## src/rtl/dm_link_pkg.sv

```systemverilog
// Shared constants, row decode and frame FSM encoding for the dot-matrix link capture.
package dm_link_pkg;
  localparam int CHAIN_BITS = 24;
  localparam int RED_LSB    = 16;
  localparam int GREEN_LSB  = 8;
  localparam int BLUE_LSB   = 0;
  localparam int ROWS       = 8;
  localparam int ROW_W      = 3;

  typedef enum logic [1:0] {FR_IDLE, FR_FILL, FR_DONE} frame_state_e;

  typedef struct packed {
    logic             vld;
    logic [ROW_W-1:0] row;
  } cat_row_t;

  // CAT[k] drives row ROWS-1-k; only a single active cathode is a legal select.
  function automatic cat_row_t cat_to_row(input logic [ROWS-1:0] cat);
    cat_row_t    r;
    int unsigned n;
    r = '0;
    n = 0;
    for (int k = 0; k < ROWS; k++) begin
      if (cat[k]) begin
        n++;
        r.row = ROW_W'(ROWS - 1 - k);
      end
    end
    r.vld = (n == 1);
    return r;
  endfunction
endpackage

```

## src/rtl/dm_sync_edge.sv

```systemverilog
// Multi-flop synchronizer for an async pin (or bus) with rise/fall pulses on the synced level.
module dm_sync_edge #(
  parameter int SYNC_STAGES = 2,
  parameter int WIDTH       = 1
) (
  input  logic             clk_i,
  input  logic             rst_i,
  input  logic [WIDTH-1:0] d_i,
  output logic [WIDTH-1:0] level_o,
  output logic [WIDTH-1:0] rise_o,
  output logic [WIDTH-1:0] fall_o
);
  logic [SYNC_STAGES-1:0][WIDTH-1:0] sync_q;
  logic [WIDTH-1:0]                  prev_q;

  always_ff @(posedge clk_i) begin
    if (rst_i) begin
      sync_q <= '0;
      prev_q <= '0;
    end else begin
      sync_q <= {sync_q[SYNC_STAGES-2:0], d_i};
      prev_q <= sync_q[SYNC_STAGES-1];
    end
  end

  assign level_o = sync_q[SYNC_STAGES-1];
  assign rise_o  = sync_q[SYNC_STAGES-1] & ~prev_q;
  assign fall_o  = ~sync_q[SYNC_STAGES-1] & prev_q;
endmodule

```

## src/rtl/dot_matrix_frame_capture.sv

```systemverilog
// Rebuilds red/blue frames from the 595-chain matrix link pins: emulated shift/storage
// registers, per-row commit on oe fall, and a row-order FSM that publishes complete frames.
module dot_matrix_frame_capture
  import dm_link_pkg::*;
#(
  parameter int SYNC_STAGES = 2,
  parameter int CHAIN_BITS  = 24,
  parameter int ROWS        = 8
) (
  input  logic                CLOCK,
  input  logic                reset,
  input  logic                SH_CP,
  input  logic                ST_CP,
  input  logic                mr_n,
  input  logic                DS,
  input  logic                oe,
  input  logic [ROWS-1:0]     CAT,
  output logic [8*ROWS-1:0]   redmsg,
  output logic [8*ROWS-1:0]   bluemsg,
  output logic                row_valid,
  output logic [ROW_W-1:0]    row_idx,
  output logic                frame_valid,
  output logic [9:0]          frame_count,
  output logic                err_bits,
  output logic                err_cat,
  output logic                err_green
);
  logic sh_s, sh_rise, sh_fall, st_s, st_rise, st_fall;
  logic mr_s, mr_rise, mr_fall, ds_s, ds_rise, ds_fall;
  logic oe_s, oe_rise, oe_fall;
  logic [ROWS-1:0] cat_s, cat_rise, cat_fall;

  dm_sync_edge #(.SYNC_STAGES(SYNC_STAGES), .WIDTH(1)) u_sh (.clk_i(CLOCK), .rst_i(reset),
    .d_i(SH_CP), .level_o(sh_s), .rise_o(sh_rise), .fall_o(sh_fall));
  dm_sync_edge #(.SYNC_STAGES(SYNC_STAGES), .WIDTH(1)) u_st (.clk_i(CLOCK), .rst_i(reset),
    .d_i(ST_CP), .level_o(st_s), .rise_o(st_rise), .fall_o(st_fall));
  dm_sync_edge #(.SYNC_STAGES(SYNC_STAGES), .WIDTH(1)) u_mr (.clk_i(CLOCK), .rst_i(reset),
    .d_i(mr_n), .level_o(mr_s), .rise_o(mr_rise), .fall_o(mr_fall));
  dm_sync_edge #(.SYNC_STAGES(SYNC_STAGES), .WIDTH(1)) u_ds (.clk_i(CLOCK), .rst_i(reset),
    .d_i(DS), .level_o(ds_s), .rise_o(ds_rise), .fall_o(ds_fall));
  dm_sync_edge #(.SYNC_STAGES(SYNC_STAGES), .WIDTH(1)) u_oe (.clk_i(CLOCK), .rst_i(reset),
    .d_i(oe), .level_o(oe_s), .rise_o(oe_rise), .fall_o(oe_fall));
  dm_sync_edge #(.SYNC_STAGES(SYNC_STAGES), .WIDTH(ROWS)) u_cat (.clk_i(CLOCK), .rst_i(reset),
    .d_i(CAT), .level_o(cat_s), .rise_o(cat_rise), .fall_o(cat_fall));

  logic unused_edges;
  assign unused_edges = ^{sh_s, sh_fall, st_s, st_fall, mr_rise, mr_fall, ds_rise, ds_fall,
                          oe_s, oe_rise, cat_rise, cat_fall};

  logic [CHAIN_BITS-1:0]      sreg_q, storage_q;
  logic [4:0]                 shift_cnt_q;
  logic [ROWS-1:0][7:0]       shadow_red_q, shadow_blue_q, red_q, blue_q;
  logic                       row_valid_q, frame_valid_q;
  logic                       err_bits_q, err_cat_q, err_green_q;
  logic [ROW_W-1:0]           row_idx_q, exp_q, exp_d;
  logic [9:0]                 frame_count_q;
  frame_state_e               state_q, state_d;
  cat_row_t                   cat_r;
  logic                       commit;

  always_comb cat_r = cat_to_row(cat_s);
  assign commit = oe_fall & cat_r.vld;

  always_ff @(posedge CLOCK) begin
    if (reset) begin
      sreg_q        <= '0;
      shift_cnt_q   <= '0;
      storage_q     <= '0;
      shadow_red_q  <= '0;
      shadow_blue_q <= '0;
      red_q         <= '0;
      blue_q        <= '0;
      row_valid_q   <= 1'b0;
      row_idx_q     <= '0;
      frame_valid_q <= 1'b0;
      frame_count_q <= '0;
      err_bits_q    <= 1'b0;
      err_cat_q     <= 1'b0;
      err_green_q   <= 1'b0;
    end else begin
      // mr_n is level-sensitive and wins over a coincident shift
      if (!mr_s) begin
        sreg_q      <= '0;
        shift_cnt_q <= '0;
      end else if (sh_rise) begin
        sreg_q      <= {ds_s, sreg_q[CHAIN_BITS-1:1]};
        shift_cnt_q <= (&shift_cnt_q) ? shift_cnt_q : shift_cnt_q + 5'd1;
      end
      if (st_rise) storage_q <= sreg_q;

      row_valid_q <= commit;
      if (commit) begin
        row_idx_q                <= cat_r.row;
        shadow_red_q[cat_r.row]  <= storage_q[RED_LSB +: 8];
        shadow_blue_q[cat_r.row] <= storage_q[BLUE_LSB +: 8];
        if (shift_cnt_q != 5'(CHAIN_BITS))      err_bits_q  <= 1'b1;
        if (storage_q[GREEN_LSB +: 8] != 8'h00) err_green_q <= 1'b1;
      end
      if (oe_fall && !cat_r.vld) err_cat_q <= 1'b1;

      // DONE is entered the cycle row 7 lands in the shadow, so the copy includes it
      frame_valid_q <= (state_q == FR_DONE);
      if (state_q == FR_DONE) begin
        red_q         <= shadow_red_q;
        blue_q        <= shadow_blue_q;
        frame_count_q <= frame_count_q + 10'd1;
      end
    end
  end

  always_ff @(posedge CLOCK) begin
    if (reset) begin
      state_q <= FR_IDLE;
      exp_q   <= '0;
    end else begin
      state_q <= state_d;
      exp_q   <= exp_d;
    end
  end

  always_comb begin
    state_d = state_q;
    exp_d   = exp_q;
    case (state_q)
      FR_IDLE: begin
        if (commit && cat_r.row == '0) begin
          state_d = FR_FILL;
          exp_d   = ROW_W'(1);
        end
      end
      FR_FILL: begin
        if (commit) begin
          if (cat_r.row == exp_q) begin
            if (exp_q == ROW_W'(ROWS - 1)) state_d = FR_DONE;
            else                           exp_d   = exp_q + ROW_W'(1);
          end else if (cat_r.row == exp_q - ROW_W'(1)) begin
            state_d = FR_FILL;
          end else if (cat_r.row == '0) begin
            exp_d = ROW_W'(1);
          end else begin
            state_d = FR_IDLE;
          end
        end
      end
      default: state_d = FR_IDLE;
    endcase
  end

  assign redmsg      = red_q;
  assign bluemsg     = blue_q;
  assign row_valid   = row_valid_q;
  assign row_idx     = row_idx_q;
  assign frame_valid = frame_valid_q;
  assign frame_count = frame_count_q;
  assign err_bits    = err_bits_q;
  assign err_cat     = err_cat_q;
  assign err_green   = err_green_q;
endmodule

```

## config.mk

```make
export PLATFORM = sky130hd
export DESIGN_NAME = dot_matrix_frame_capture
export DESIGN_NICKNAME = d
export VERILOG_FILES = /design/src/rtl/dm_link_pkg.sv /design/src/rtl/dm_sync_edge.sv /design/src/rtl/dot_matrix_frame_capture.sv
export SDC_FILE = /design/constraint.sdc
export NUM_CORES = 1
export LEC_CHECK = 0
export CAP_MARGIN = 20
export CELL_PAD_IN_SITES_DETAIL_PLACEMENT = 1
export CELL_PAD_IN_SITES_GLOBAL_PLACEMENT = 2
export CORE_UTILIZATION = 30
export DETAILED_ROUTE_END_ITERATION = 7
export PLACE_DENSITY_LB_ADDON = 0.1
export SYNTH_ARGS = -nofsm -noshare
export SYNTH_HDL_FRONTEND = slang
export SYNTH_SLANG_ARGS = --single-unit
```

## constraint.sdc

```tcl
create_clock -name CLOCK -period 11.9 [get_ports CLOCK]
set_clock_uncertainty 0.05 [all_clocks]
set_input_delay 2.38 -clock CLOCK [delete_from_list [all_inputs] [get_ports CLOCK]]
set_output_delay 2.38 -clock CLOCK [all_outputs]
set_load 0.03 [all_outputs]
```

# ---- Word-level counts from Yosys, hierarchy flattened
# Cells that the tools add are included.
dict set report op_classes {
  bitwise_logic 9
  addsub 11
  eq_ne 14
  mux 34
  reduce_logical 15
  magnitude_cmp 2
}
# operator n
set op_table {}
lappend op_table {{32-bit by 1-bit adder with 32-bit output (second input constant)} 7}
lappend op_table {{32-bit 2-to-1 mux} 7}
lappend op_table {{64-bit bitwise mux} 2}
lappend op_table {{3-bit 2-to-1 mux} 14}
lappend op_table {{32-bit by 1-bit == test with 1-bit output (second input constant)} 1}
lappend op_table {{8-bit demux with 3-bit select} 1}
lappend op_table {{2-bit 2-to-1 mux} 6}
lappend op_table {{3-bit inequality test (second input constant)} 4}
lappend op_table {{10-bit by 1-bit adder with 10-bit output (second input constant)} 1}
lappend op_table {{8-bit 2-to-1 mux} 1}
lappend op_table {{8-bit nonzero test} 1}
lappend op_table {{3-bit == test} 2}
lappend op_table {{3-bit one-hot mux with 2 select lines} 1}
lappend op_table {{2-bit AND reduction} 3}
lappend op_table {{6-bit AND reduction} 1}
lappend op_table {{5-bit by 1-bit adder with 5-bit output (second input constant)} 1}
lappend op_table {{5-bit inequality test (second input constant)} 1}
lappend op_table {{1-bit NOT} 5}
lappend op_table {{5-bit AND reduction} 1}
lappend op_table {{1-bit bitwise AND} 4}
lappend op_table {{3-bit by 4-bit less-than comparator with 1-bit output (second input constant)} 1}
lappend op_table {{2-bit inequality test (second input constant)} 2}
lappend op_table {{4-bit inequality test (second input constant)} 1}
lappend op_table {{2-bit one-hot mux with 2 select lines} 1}
lappend op_table {{14 further kinds} 16}
dict set report word_totals {
  wordCells 144
  output_inout_bits 146
  ff_bits 361
  in_bits 15
}

# ---- Longest topological paths before layout
# Gate-level depths: netlist of run 1.
dict set report logic_depth {
  depth_word 20
  depth_mapped 24
  ltp_nobuf 21
}

# ---- By module
# A second synthesis of run 1 with hierarchy kept.
dict set report hier_totals {
  hier_cells 1498
  area_unflattened_um2 14291.2
}
# mod area_each_um2 seq_area_each_um2 cells_each instances
set by_module_without_submodules {}
lappend by_module_without_submodules {dot_matrix_frame_capture 12981.2 6646.4 1384 1}
lappend by_module_without_submodules {{dm_sync_edge (u_cat)} 853.3 480.5 74 1}
lappend by_module_without_submodules {{dm_sync_edge (u_ds ...)} 91.3 60.1 8 5}

# ---- Worst setup path after synthesis of run 1
# No wires, ideal clock.
dict set report synth_timing {
  path_kind {register to register}
  startpoint {reg u_cat.sync_q (netlist bit u_cat.level_o[0])}
  endpoint {reg shadow_blue_q[6] (netlist name)}
  arrival_ps 5594
  synth_period_minus_slack_ps 5772
  slack_ps 6128
  setup_time_ps 128
  t_required_ps 11722
  n_path_buf 2
  stages_incl_launch_ff 24
  cell_sequence {dfxtp_1 inv_1 ha_1 xor2_1 ha_1 and2_1 or2_2 ha_1 mux2_2 ha_1 mux2_2 ha_1 mux2_2 ha_1 nand2_1 xnor2_1 xnor3_1 a31o_1 or3_1 buf_6 nor4_4 buf_6 mux2i_1 nor2_1}
}
dict set report synth_between {
  elab_chain_len 17
  elab_cells_between_ends 31
  classes_between {7 x add/sub; 2 x order compare; 1 x eq/ne; 19 x mux; 1 x bitwise; 1 x reduce/logical}
}
# item line
set synth_lines {}
lappend synth_lines {{start, declared} dm_sync_edge.sv:13} ;# logic [SYNC_STAGES-1:0][WIDTH-1:0] sync_q;
lappend synth_lines {{start signal, assigned} dm_sync_edge.sv:21} ;# sync_q <= {sync_q[SYNC_STAGES-2:0], d_i};
lappend synth_lines {{1-bit 2-to-1 mux} dm_link_pkg.sv:24} ;# if (cat[k]) begin
lappend synth_lines {{32-bit by 1-bit adder with 32-bit output} dm_link_pkg.sv:25} ;# n++;
lappend synth_lines {{32-bit 2-to-1 mux} dm_link_pkg.sv:24}
lappend synth_lines {{32-bit by 1-bit adder with 32-bit output} dm_link_pkg.sv:25}
lappend synth_lines {{32-bit 2-to-1 mux} dm_link_pkg.sv:24}
lappend synth_lines {{32-bit by 1-bit adder with 32-bit output} dm_link_pkg.sv:25}
lappend synth_lines {{32-bit 2-to-1 mux} dm_link_pkg.sv:24}
lappend synth_lines {{32-bit by 1-bit adder with 32-bit output} dm_link_pkg.sv:25}
lappend synth_lines {{32-bit 2-to-1 mux} dm_link_pkg.sv:24}
lappend synth_lines {{32-bit by 1-bit adder with 32-bit output} dm_link_pkg.sv:25}
lappend synth_lines {{32-bit 2-to-1 mux} dm_link_pkg.sv:24}
lappend synth_lines {{32-bit by 1-bit adder with 32-bit output} dm_link_pkg.sv:25}
lappend synth_lines {{32-bit 2-to-1 mux} dm_link_pkg.sv:24}
lappend synth_lines {{32-bit by 1-bit adder with 32-bit output} dm_link_pkg.sv:25}
lappend synth_lines {{32-bit 2-to-1 mux} dm_link_pkg.sv:24}
lappend synth_lines {{32-bit by 1-bit == test with 1-bit output} dm_link_pkg.sv:29} ;# r.vld = (n == 1);
lappend synth_lines {{1-bit bitwise AND} dot_matrix_frame_capture.sv:62} ;# assign commit = oe_fall & cat_r.vld;
lappend synth_lines {{end signal, assigned by index} dot_matrix_frame_capture.sv:95} ;# shadow_blue_q[cat_r.row] <= storage_q[BLUE_LSB +: 8];
lappend synth_lines {{end, declared} dot_matrix_frame_capture.sv:52} ;# logic [ROWS-1:0][7:0] shadow_red_q, shadow_blue_q, red_q, blue_q;
# Parallel ways exist; a longest one is shown, timed or not.
# A chain may end at the register's enable or synchronous reset.

# ---- Final worst setup path of run 1
dict set report layout_timing {
  startpoint {reg u_cat.sync_q (netlist bit u_cat.level_o[0])}
  endpoint {reg shadow_red_q[47] (netlist name)}
}
dict set report layout_between {
  elab_chain_len 17
  elab_cells_between_ends 31
  classes_between {7 x add/sub; 2 x order compare; 1 x eq/ne; 19 x mux; 1 x bitwise; 1 x reduce/logical}
}
# item line
set layout_lines {}
lappend layout_lines {{1-bit 2-to-1 mux} dm_link_pkg.sv:24}
lappend layout_lines {{32-bit by 1-bit adder with 32-bit output} dm_link_pkg.sv:25}
lappend layout_lines {{32-bit 2-to-1 mux} dm_link_pkg.sv:24}
lappend layout_lines {{32-bit by 1-bit adder with 32-bit output} dm_link_pkg.sv:25}
lappend layout_lines {{32-bit 2-to-1 mux} dm_link_pkg.sv:24}
lappend layout_lines {{32-bit by 1-bit adder with 32-bit output} dm_link_pkg.sv:25}
lappend layout_lines {{32-bit 2-to-1 mux} dm_link_pkg.sv:24}
lappend layout_lines {{32-bit by 1-bit adder with 32-bit output} dm_link_pkg.sv:25}
lappend layout_lines {{32-bit 2-to-1 mux} dm_link_pkg.sv:24}
lappend layout_lines {{32-bit by 1-bit adder with 32-bit output} dm_link_pkg.sv:25}
lappend layout_lines {{32-bit 2-to-1 mux} dm_link_pkg.sv:24}
lappend layout_lines {{32-bit by 1-bit adder with 32-bit output} dm_link_pkg.sv:25}
lappend layout_lines {{32-bit 2-to-1 mux} dm_link_pkg.sv:24}
lappend layout_lines {{32-bit by 1-bit adder with 32-bit output} dm_link_pkg.sv:25}
lappend layout_lines {{32-bit 2-to-1 mux} dm_link_pkg.sv:24}
lappend layout_lines {{32-bit by 1-bit == test with 1-bit output} dm_link_pkg.sv:29}
lappend layout_lines {{1-bit bitwise AND} dot_matrix_frame_capture.sv:62}
lappend layout_lines {{end signal, assigned by index} dot_matrix_frame_capture.sv:94} ;# shadow_red_q[cat_r.row] <= storage_q[RED_LSB +: 8];
lappend layout_lines {{end, declared} dot_matrix_frame_capture.sv:52}
# Parallel ways exist; a longest one is shown, timed or not.

==> results.md, run 1 <==
* WS Path Type: flip-flop to flip-flop
* Worst hold slack at 0.3845 ns
* Worst EP arrival at 6.99 ns
* Ys Warns at 0
* Ports at 161
* Util after Layout at 38.55%
* RSZ-0062 raised after global routing: no
* Area growth syn-to-layout at 26.34%
* CTS tree: done
* Register area share after synthesis at 53.45%
* Synth top cells by count: 372 x nand2_1, 361 x dfxtp_1, 186 x a21oi_1
* Status: finished, final reports clean
* Clock latency on the worst-skew pair at 0.57 ns
* Synth area leaders: dfxtp_1 53%, nand2_1 10%, mux2i_1 9.6%
* Seq pwr share at 45.3%
* Via/cell ratio at 4.646
* Max-Cap Viols at 0
* Vias in the first global route at 10620
* Slowest CP cell: nor4_4
* Ant diodes at 0
* Synth Cell Area at 0.01352 mm^2
* Fmax at 0.1509 GHz
* Ys async rst share at 0%
* Crit Path Max Fanout at 9
* Final Max Tran Viols at 0
* Final setup margin at 5.273 ns
* PD cells at 157.4 mW/mm^2
* TritonCTS Buffers at 43
* Initial antenna violation count at 0
* Routed WL per cell at 16.82 um
* CP peak stage delay at 0.78 ns
* Yosys cell types at 60
* Clk pwr share at 51.5%
* Dominant cell type by area after synthesis: dfxtp_1
* # resized after CTS at 0
* Final Cycle Share at 55.69%
* Initial core utilization at 30.51%
* Synth Area per Inst at 8.884 um^2
* Net Count, Synth at 1552
* HPWL after detailed placement at 23.71 mm
* Max-Slew Margin vs Limit at 33.45%
* Crit end category: flip-flop
* Die X at 214.3 um
* Hold Buf Count CTS at 0
* Gpl congestion at 0.7640
* Net switching power at 0.5839 mW
* CP Data Required Time at 12.26 ns
* Routed vias at 10480
* Least-Margin Pin Slew at 0.9982 ns
* Internal at 2.105 mW
* Setup WS pre-CTS at 5.245 ns
* Share of cells above drive strength 1 at 6.434%
* Post-placement cell area at 0.01553 mm^2
* Cells after synthesis at 1522
* Critical-path cell list: inv_1, ha_1, xor2_1, ha_1, and2_1, or2_2, ha_1, mux2_2, ha_1, mux2_2, ha_1, mux2_2, ha_1, nor2b_1, nand3b_1, o31ai_1, nor4_1, or3_1, nor4_4, buf_4, mux2i_1, nor2_1
* Post-synth EDFFs at 0
* Cells on worst reg2reg path at 22
* Rows at 77
* PortBufs at 160
* Total stage count of the critical path at 22
* H-tree depth at 2
* # DRC at 0
* Leak at 5.920 nW
* Final Hold Vio Count at 0
* Fraction of power spent switching nets at 21.71%
* Fin area at 0.01708 mm^2
* Peak VDD IR at 75.67 uV
* Clock Pin Slew Worst Setup and Hold Paths at 0.05 ns
* Clk sinks at 361
* Setup bufs post-CTS at 0
* Most frequent cell after synthesis: nand2_1
* Nets at 1658
* Most frequent CP cell: ha_1
* Synth Register Bits at 361
* Post-synth top area share at 53.45%
* Hold Crit Class: flip-flop to flip-flop
* Initial drt markers at 376
* Final setup fails at 0
* Detail Route Antenna Nets at 0
* Clock tree buffer depth at 3
* Hold path cells at 1
* Die area at 0.04592 mm^2
* CP Buf/Inv Count at 2
* All-Layer GR Usage at 16.43%
* Drt pass-1 iters at 4
* Grt ovf at 0
* Startpoint types: flip-flop
* Routed WL at 37.92 mm
* Crit-path leading delay family: simple AND/OR/NAND/NOR gates
* Root buf cell: clkbuf_16
* Core Box Area at 0.04432 mm^2
* Largest net degree at the start of global routing at 216
* Fin crit period at 6.627 ns
* Global-route wire length before repair at 60.29 mm
* Die H at 214.3 um
* Setup tns final at 0 ns
* Combinational power share at 3.2%
* Main synth FF type: dfxtp_1
sequential cells by signal, indices dropped and copies added, names as in the netlist, 5 cells and up:
name	cells
bluemsg	64
redmsg	64
shadow_blue_q	64
shadow_red_q	64
sreg_q	24
storage_q	24
frame_count	10
u_cat.level_o	8
u_cat.sync_q	8
shift_cnt_q	5
cell type report:
cell class / instances / area [um^2]
clock buffers: 65 / 1300
clock inverters: 15 / 215.2
fillers: 5087 / 27230
inverters: 14 / 52.55
multi-input cells: 1031 / 5771
flip-flops and latches: 361 / 7227
well taps: 592 / 740.7
repair buffers: 177 / 1778
through the flow:
| stage | cells | total power, mW |
|---|---|---|
| final | 2255 | 2.689 |
| after global routing | 2255 | 2.803 |
| after CTS | 2253 | 2.743 |
| after detailed placement | 2173 | 1.332 |
| after global placement | 2172 | 1.330 |
| after floorplan | 1522 | 1.308 |
power by group through the flow:
stage	clock, mW	combinational, mW	sequential (mW)
CTS	1.44	0.0875	1.22
global route	1.49	0.0956	1.22
detailed placement	0	0.0874	1.24
floorplan	0	0.0663	1.24
finish	1.38	0.0863	1.22
global placement	0	0.0853	1.24
cells by family (layout without fill, tap and decap cells):
group / count (synthesis) / count (layout) / synth area share [%]
DFF: 361 / 361 / 53.45
xor gates and xnor gates: 28 / 28 / 2.239
adders and majority gates: 16 / 16 / 1.462
muxes: 134 / 134 / 9.957
and+or+nand+nor: 631 / 631 / 19.86
AOI/OAI and AO/OA: 222 / 222 / 8.911
buffers and inverters: 130 / 271 / 4.127
metal layers:
metal	track usage, %	wire, um	up-vias
met4	5.000	847	0
li1	-	-	5220
met2	27.76	17760	134
met3	3.220	1279	59
met5	0	0	-
met1	21.07	18030	5063
cell usage in the layout (no fill, tap or decap), types with 3 or more instances in the layout:
cell type and count:
nand2b_1 3, clkdlybuf4s50_1 159, nor3b_1 5, dfxtp_1 361
ha_1 15, nor3_1 3, o31ai_1 3, nand2_1 371
a211oi_1 3, xnor2_1 9, inv_1 14, nor4_1 6
buf_4 13, a21oi_1 186, clkbuf_8 12, o21ai_0 5
mux2_2 4, o32ai_1 3, or3_1 6, xnor3_1 3
nand3_1 12, and3_1 4, nor4_4 3, clkbuf_1 9
nand4b_1 3, clkbuf_16 44, clkinv_2 8, nor2b_1 33
xor2_1 15, nand4_1 7, mux2i_1 130, nor2_1 159
bufinv_16 5
worst paths after layout:
check,startpoint,to,slack [ns]
max reg2reg,u_cat.level_o[0],shadow_red_q[47],5.27
min,u_cat.sync_q[1],u_cat.level_o[1],0.38
max,u_cat.level_o[0],shadow_red_q[47],5.27
min reg2reg,u_cat.sync_q[1],u_cat.level_o[1],0.38
No activity file was read; power rests on OpenSTA's default activity.
==> inputs of run 2 (changes only) <==
==> constraint.sdc (replaced) <==
create_clock -name CLOCK -period 5.4 [get_ports CLOCK]
set_clock_uncertainty 0.05 [all_clocks]
set_input_delay 1.08 -clock CLOCK [delete_from_list [all_inputs] [get_ports CLOCK]]
set_output_delay 1.08 -clock CLOCK [all_outputs]
set_load 0.03 [all_outputs]
==> run 2 against run 1 <==
Sequential share of layout area fell by 0.83 points. Global-route usage is essentially flat. Count of clock-buffer cells in the layout is 1 lower.
==> results.md, run 2 (synthesis gave the netlist of run 1 again) <==
* Crit Path Max Fanout at 6 (-3)
* Rows at 77 (unchanged)
* Leak at 6.053 nW (+2.2%)
* Clock Pin Slew Worst Setup and Hold Paths at 0.05 ns (about the same)
* Commonest non-fill, non-tap cell in the layout: nand2_1
* PortBufs at 160 (unchanged)
* Util after Layout at 39.33% (+0.78 points)
* Initial antenna violation count at 1 (+1)
* Hold Buf Count CTS at 0 (unchanged)
* Critical-path cell list: inv_2, ha_4, xor2_1, ha_1, and2_4, or2_4, ha_4, mux2_4, ha_4, mux2_4, ha_4, mux2_4, ha_4, nand2_2, xnor2_2, xnor3_1, a31o_1, or3_4, buf_12, nor4_4, buf_6, buf_12, mux2i_2, nor2_1
* Nets at 1684 (+1.6%)
* Internal at 4.418 mW (+110%)
* Max-Slew Margin vs Limit at 33.11% (-0.35 points)
* Area growth syn-to-layout at 28.91%
* Finished Layout Cells at 2275 (+0.89%)
* Drt pass-1 iters at 4 (unchanged)
* Routed WL per cell at 17.06 um (+1.4%)
* Clock tree buffer depth at 3 (unchanged)
* H-tree depth at 2 (unchanged)
* Detail Route Antenna Nets at 0 (unchanged)
* Share of cells above drive strength 1 at 8.616% (+2.2 points)
* RSZ-0062 raised after global routing: yes
* Hold Crit Class: flip-flop to flip-flop
* Final Cycle Share at 99.14% (+43 points)
* Global-route wire length before repair at 60.45 mm (+0.26%)
* Final setup fails at 0 (unchanged)
* WS Path Type: flip-flop to flip-flop
* CP Buf/Inv Count at 4 (+2)
* Fraction of power spent switching nets at 22.43% (+0.71 points)
* Most frequent CP cell: ha_4
* Final Hold Vio Count at 0 (unchanged)
* Clock latency on the worst-skew pair at 0.56 ns (about the same)
* CTS tree: done
* Initial drt markers at 447 (+19%)
* Routed vias at 10610 (+1.3%)
* Final Max Tran Viols at 0 (unchanged)
* HPWL after detailed placement at 24.37 mm (+2.7%)
* Worst EP arrival at 5.72 ns (-1.27 ns)
* Cells after DPL at 2187 (+0.64%)
* Slowest CP cell: or3_4
* # DRC at 0 (unchanged)
* PD cells at 326.7 mW/mm^2 (+110%)
* Core Box Area at 0.04432 mm^2 (unchanged)
* Worst hold slack at 0.3831 ns (-0.001353 ns)
* CP peak stage delay at 0.37 ns (-0.41 ns)
* Combinational power share at 4.4% (+1.2 points)
* Die area at 0.04592 mm^2 (unchanged)
* Die X at 214.3 um (unchanged)
* Largest net degree at the start of global routing at 175 (-19%)
* Clk sinks at 361 (unchanged)
* Least-Margin Pin Slew at 1.003 ns (+0.005190 ns)
* Seq pwr share at 47.1% (+1.8 points)
* Ant diodes at 0 (unchanged)
* Gpl congestion at 0.7631 (-0.12%)
* All-Layer GR Usage at 16.48% (+0.045 points)
* Die H at 214.3 um (unchanged)
* Crit-path leading delay family: adder cells
* Routed WL at 38.80 mm (+2.3%)
* Fillers at 5049 (-0.75%)
* TritonCTS Buffers at 42 (-2.3%)
* Root buf cell: clkbuf_16
* Status: finished, final reports clean
* Peak VDD IR at 173.3 uV (+130%)
* Vias in the first global route at 10600 (-0.16%)
* Fin crit period at 5.354 ns (-1.273 ns)
* Fmax at 0.1868 GHz (+24%)
* Grt ovf at 0 (unchanged)
* Most frequent cells in the layout: 370 x nand2_1, 359 x dfxtp_1, 186 x a21oi_1
* Via/cell ratio at 4.664 (+0.40%)
* Initial core utilization at 30.51% (unchanged)
* Crit end category: flip-flop
* CP Data Required Time at 5.77 ns (-6.49 ns)
* Startpoint types: flip-flop
* Net switching power at 1.277 mW (+120%)
* Clk pwr share at 48.5% (-3.0 points)
* Max-Cap Viols at 0 (unchanged)
* Ports at 161 (unchanged)
run 2: cell types whose count changed in the layout (fill, tap and decap cells not counted), sizes merged:
cell / delta
buf: +25
bufinv: -4
clkbuf: +1
clkinv: -2
run 2: layout make-up:
| class | count | area (um^2) | share of cell area [%] |
|---|---|---|---|
| multi-input combinational | 1031 | 5903 | 33.87 |
| clock buffer | 64 | 1255 | 7.200 |
| clock inverter | 9 | 73.82 | 0.4235 |
| inverter | 14 | 52.55 | 0.3015 |
| tap | 592 | 740.7 | 4.250 |
| timing repair buffer | 204 | 2176 | 12.48 |
| sequential | 361 | 7229 | 41.48 |
run 2: path summary, 6_finish.rpt:
| path | startpoint | end | slack [ns] | cells past startpoint |
|---|---|---|---|---|
| worst max-delay path | u_cat.level_o[0] | shadow_blue_q[2] | 0.05 | 24 |
| worst min-delay path | u_cat.sync_q[7] | u_cat.level_o[7] | 0.38 | 1 |
| worst max register to register | u_cat.level_o[0] | shadow_blue_q[2] | 0.05 | 24 |
| worst min register to register | u_cat.sync_q[7] | u_cat.level_o[7] | 0.38 | 1 |
run 2: timing repair:
item                                    CTS  global route
gates resized for setup                   8            15
pin swaps                                 5            16
gates cloned                              2             2
endpoints found under the setup margin   79           102
buffers inserted                          3             6
run 2: power by group through the flow:
stage | registers [mW] | clock network (mW) | logic, mW
2_1_floorplan | 2.74 | 0 | 0.155
3_3_place_gp | 2.74 | 0 | 0.215
3_5_place_dp | 2.74 | 0 | 0.219
4_1_cts | 2.68 | 2.87 | 0.229
5_1_grt | 2.68 | 2.97 | 0.274
6_report | 2.68 | 2.76 | 0.249
run 2: routing by layer:
metal / global-route usage [%] / wire (um) / vias up
met5: 0 / 13 / -
met4: 4.048 / 646 / 2
met3: 3.532 / 1425 / 48
met2: 27.87 / 18290 / 139
met1: 21.27 / 18430 / 5163
li1: - / - / 5259
run 2: per-stage QoR:
| stage | setup slack, ns | setup TNS, ns | instance area, um^2 | power (mW) |
|---|---|---|---|---|
| 2_1_floorplan | 0.01914 | 0 | 13580 | 2.892 |
| 3_3_place_gp | 0.07555 | 0 | 15760 | 2.955 |
| 3_5_place_dp | -0.1004 | -2.108 | 15760 | 2.960 |
| 4_1_cts | 0.03810 | 0 | 17200 | 5.778 |
| 5_1_grt | -0.1301 | -1.621 | 17430 | 5.927 |
| 6_report | 0.04618 | 0 | 17430 | 5.695 |
==> inputs of run 3 (changes only) <==
--- a/config.mk
+++ b/config.mk
@@ -8,9 +8,10 @@
 export CAP_MARGIN = 20
 export CELL_PAD_IN_SITES_DETAIL_PLACEMENT = 1
 export CELL_PAD_IN_SITES_GLOBAL_PLACEMENT = 2
-export CORE_UTILIZATION = 30
+export CORE_UTILIZATION = 31
 export DETAILED_ROUTE_END_ITERATION = 7
 export PLACE_DENSITY_LB_ADDON = 0.1
+export REMOVE_ABC_BUFFERS = 1
 export SYNTH_ARGS = -nofsm -noshare
 export SYNTH_HDL_FRONTEND = slang
 export SYNTH_SLANG_ARGS = --single-unit
==> constraint.sdc (replaced) <==
create_clock -name CLOCK -period 5.4 [get_ports CLOCK]
set_clock_uncertainty 0.05 [all_clocks]
set_input_delay 0.54 -clock CLOCK [delete_from_list [all_inputs] [get_ports CLOCK]]
set_output_delay 0.54 -clock CLOCK [all_outputs]
set_load 0.03 [all_outputs]
==> run 3 against run 2 <==
Via count grew 1.5%. Flip-flop and latch count is the same. First-iteration DRC count shrank 8.3%. Critical endpoint is now shadow_blue_q[27]. Largest cell class unchanged. Largest power group unchanged.
==> results.md, run 3 (synthesis gave the netlist of run 1 again) <==
* Final Cycle Share at 99.38% (+0.23 points)
* Initial drt markers at 410 (-8.3%)
* Detail Route Antenna Nets at 0 (unchanged)
* Max-Slew Margin vs Limit at 27.08% (-6.0 points)
* TritonCTS Buffers at 42 (unchanged)
* Final setup margin at 0.03365 ns (-0.01254 ns)
* Clock latency on the worst-skew pair at 0.57 ns (about the same)
* Final Max Tran Viols at 0 (unchanged)
* Initial antenna violation count at 0 (-1)
* H-tree depth at 2 (unchanged)
* Post-placement cell area at 0.01584 mm^2 (+0.48%)
* Global-route wire length before repair at 61.52 mm (+1.8%)
* CP Data Required Time at 5.75 ns (-0.02 ns)
* Crit-path leading delay family: adder cells
* Clk sinks at 361 (unchanged)
* Grt ovf at 0 (unchanged)
* Hold Crit Class: primary input to flip-flop
* Fmax at 0.1863 GHz (-0.23%)
* Crit Path Max Fanout at 8 (+2)
* PD cells at 321.7 mW/mm^2 (-1.5%)
* Critical-path cell list: inv_2, ha_4, xor2_2, ha_1, and2_4, or2_4, ha_4, mux2_4, ha_4, mux2_4, ha_4, mux2_4, ha_4, nand2_4, xnor2_2, xnor3_1, a31o_1, or3_4, buf_6, nor4b_4, buf_6, buf_12, mux2i_1, nor2_1
* Routed WL per cell at 17.46 um (+2.4%)
* Final Hold Vio Count at 0 (unchanged)
* Ant diodes at 0 (unchanged)
* Slowest CP cell: or3_4
* Register area at 0.007229 mm^2 (unchanged)
* CP Buf/Inv Count at 4 (unchanged)
* Nets at 1705 (+1.2%)
* Most frequent CP cell: ha_4
* Routed WL at 39.99 mm (+3.1%)
* Max-Cap Viols at 0 (unchanged)
* Setup WS pre-CTS at -0.4178 ns (-0.3174 ns)
* Drt pass-1 iters at 6 (+2)
* Fin crit period at 5.366 ns (+0.01254 ns)
* Root buf cell: clkbuf_16
* Die area at 0.04446 mm^2 (-3.2%)
* Gpl congestion at 0.7526 (-1.4%)
* Clock tree buffer depth at 3 (unchanged)
* RSZ-0062 raised after global routing: yes
* Routed vias at 10770 (+1.5%)
* Commonest non-fill, non-tap cell in the layout: nand2_1
* Final setup fails at 0 (unchanged)
* WS Path Type: flip-flop to flip-flop
* HPWL after detailed placement at 23.48 mm (-3.6%)
* All-Layer GR Usage at 17.58% (+1.1 points)
* # DRC at 0 (unchanged)
* CP peak stage delay at 0.44 ns (+0.07 ns)
* Status: finished, final reports clean
* Area growth syn-to-layout at 31.34%
* Startpoint types: flip-flop
* Via/cell ratio at 4.701 (+0.79%)
* Most frequent cells in the layout: 370 x nand2_1, 359 x dfxtp_1, 185 x a21oi_1
* Ports at 161 (unchanged)
* Util after Layout at 41.23% (+1.9 points)
* PortBufs at 160 (unchanged)
* Fin area at 0.01776 mm^2 (+1.9%)
* Rows at 76 (-1.3%)
* Initial core utilization at 31.39% (+0.88 points)
* CTS tree: done
* Worst EP arrival at 5.72 ns (about the same)
* Leak at 6.190 nW (+2.3%)
* Die X at 210.9 um (-1.6%)
* Die H at 210.9 um (-1.6%)
* Largest net degree at the start of global routing at 185 (+5.7%)
* Fillers at 4882 (-3.3%)
* Vias in the first global route at 10900 (+2.8%)
* Core Box Area at 0.04308 mm^2 (-2.8%)
* Clock Pin Slew Worst Setup and Hold Paths at 0.06 ns (about the same)
* Least-Margin Pin Slew at 1.094 ns (+0.09045 ns)
* Share of cells above drive strength 1 at 10.32% (+1.7 points)
* Footprint of the multi-input gates at 0.005984 mm^2 (+1.4%)
* Crit end category: flip-flop
* Peak VDD IR at 202.3 uV (+17%)
* Worst hold slack at 0.2828 ns (-0.1003 ns)
[run 3: cell count changes in the layout (fill, tap and decap cells not counted), moves of 3 or more]
cell / change
buf_12: +3
buf_4: +7
buf_6: +6
buf_8: +3
clkbuf_16: +3
mux2i_1: -6
mux2i_2: +5
[run 3: what timing repair did]
action                     4_1_cts  5_1_grt
buffers inserted                 4       15
hold buffers                     0        0
pin swaps                        7       12
setup endpoints to repair      128      114
gates resized for setup         23       34
cloned                           2        5
[run 3: metrics by stage]
| step | total power [mW] | setup TNS, ns | std cells |
|---|---|---|---|
| floorplan | 2.843 | -106.57 | 1406 |
| global placement | 2.951 | -18.34 | 2189 |
| detailed placement | 2.955 | -33.60 | 2190 |
| CTS | 5.788 | 0 | 2270 |
| global route | 5.952 | -6.352 | 2290 |
| finish | 5.713 | 0 | 2290 |
[run 3: cell type report]
type | count | area share (%)
inverter | 14 | 0.2959
tap | 585 | 4.121
clock inverter | 10 | 0.5636
timing repair buffer | 225 | 13.66
sequential | 361 | 40.71
clock buffer | 64 | 6.954
multi-input combinational | 1031 | 33.70
[run 3: where the power goes]
part | leakage [nW] | switching (mW) | total (mW) | internal (mW)
clock network | 0.655 | 1.14 | 2.77 | 1.63
logic | 2.62 | 0.154 | 0.262 | 0.108
registers | 2.91 | 0.00889 | 2.68 | 2.67
total | 6.19 | 1.30 | 5.71 | 4.41
[run 3: final timing paths]
path         cells past startpoint  slack [ns]        startpoint           endpoint
min reg2reg                      2        0.38      u_ds.level_o         sreg_q[23]
min                              2        0.28             reset   shadow_red_q[58]
max                             24        0.03  u_cat.level_o[0]  shadow_blue_q[27]
max reg2reg                     24        0.03  u_cat.level_o[0]  shadow_blue_q[27]
[run 3: routing by layer]
layer  wire (um)  share of wire (%)  GRT usage (%)  vias to the layer above
li1            -                  -              -                     5314
met1       18650                 47          22.97                     5235
met2       19010                 48          29.03                      154
met3        1565                3.9          3.910                       62
met4         766                1.9          4.898                        0
met5           0                  0              0                        -
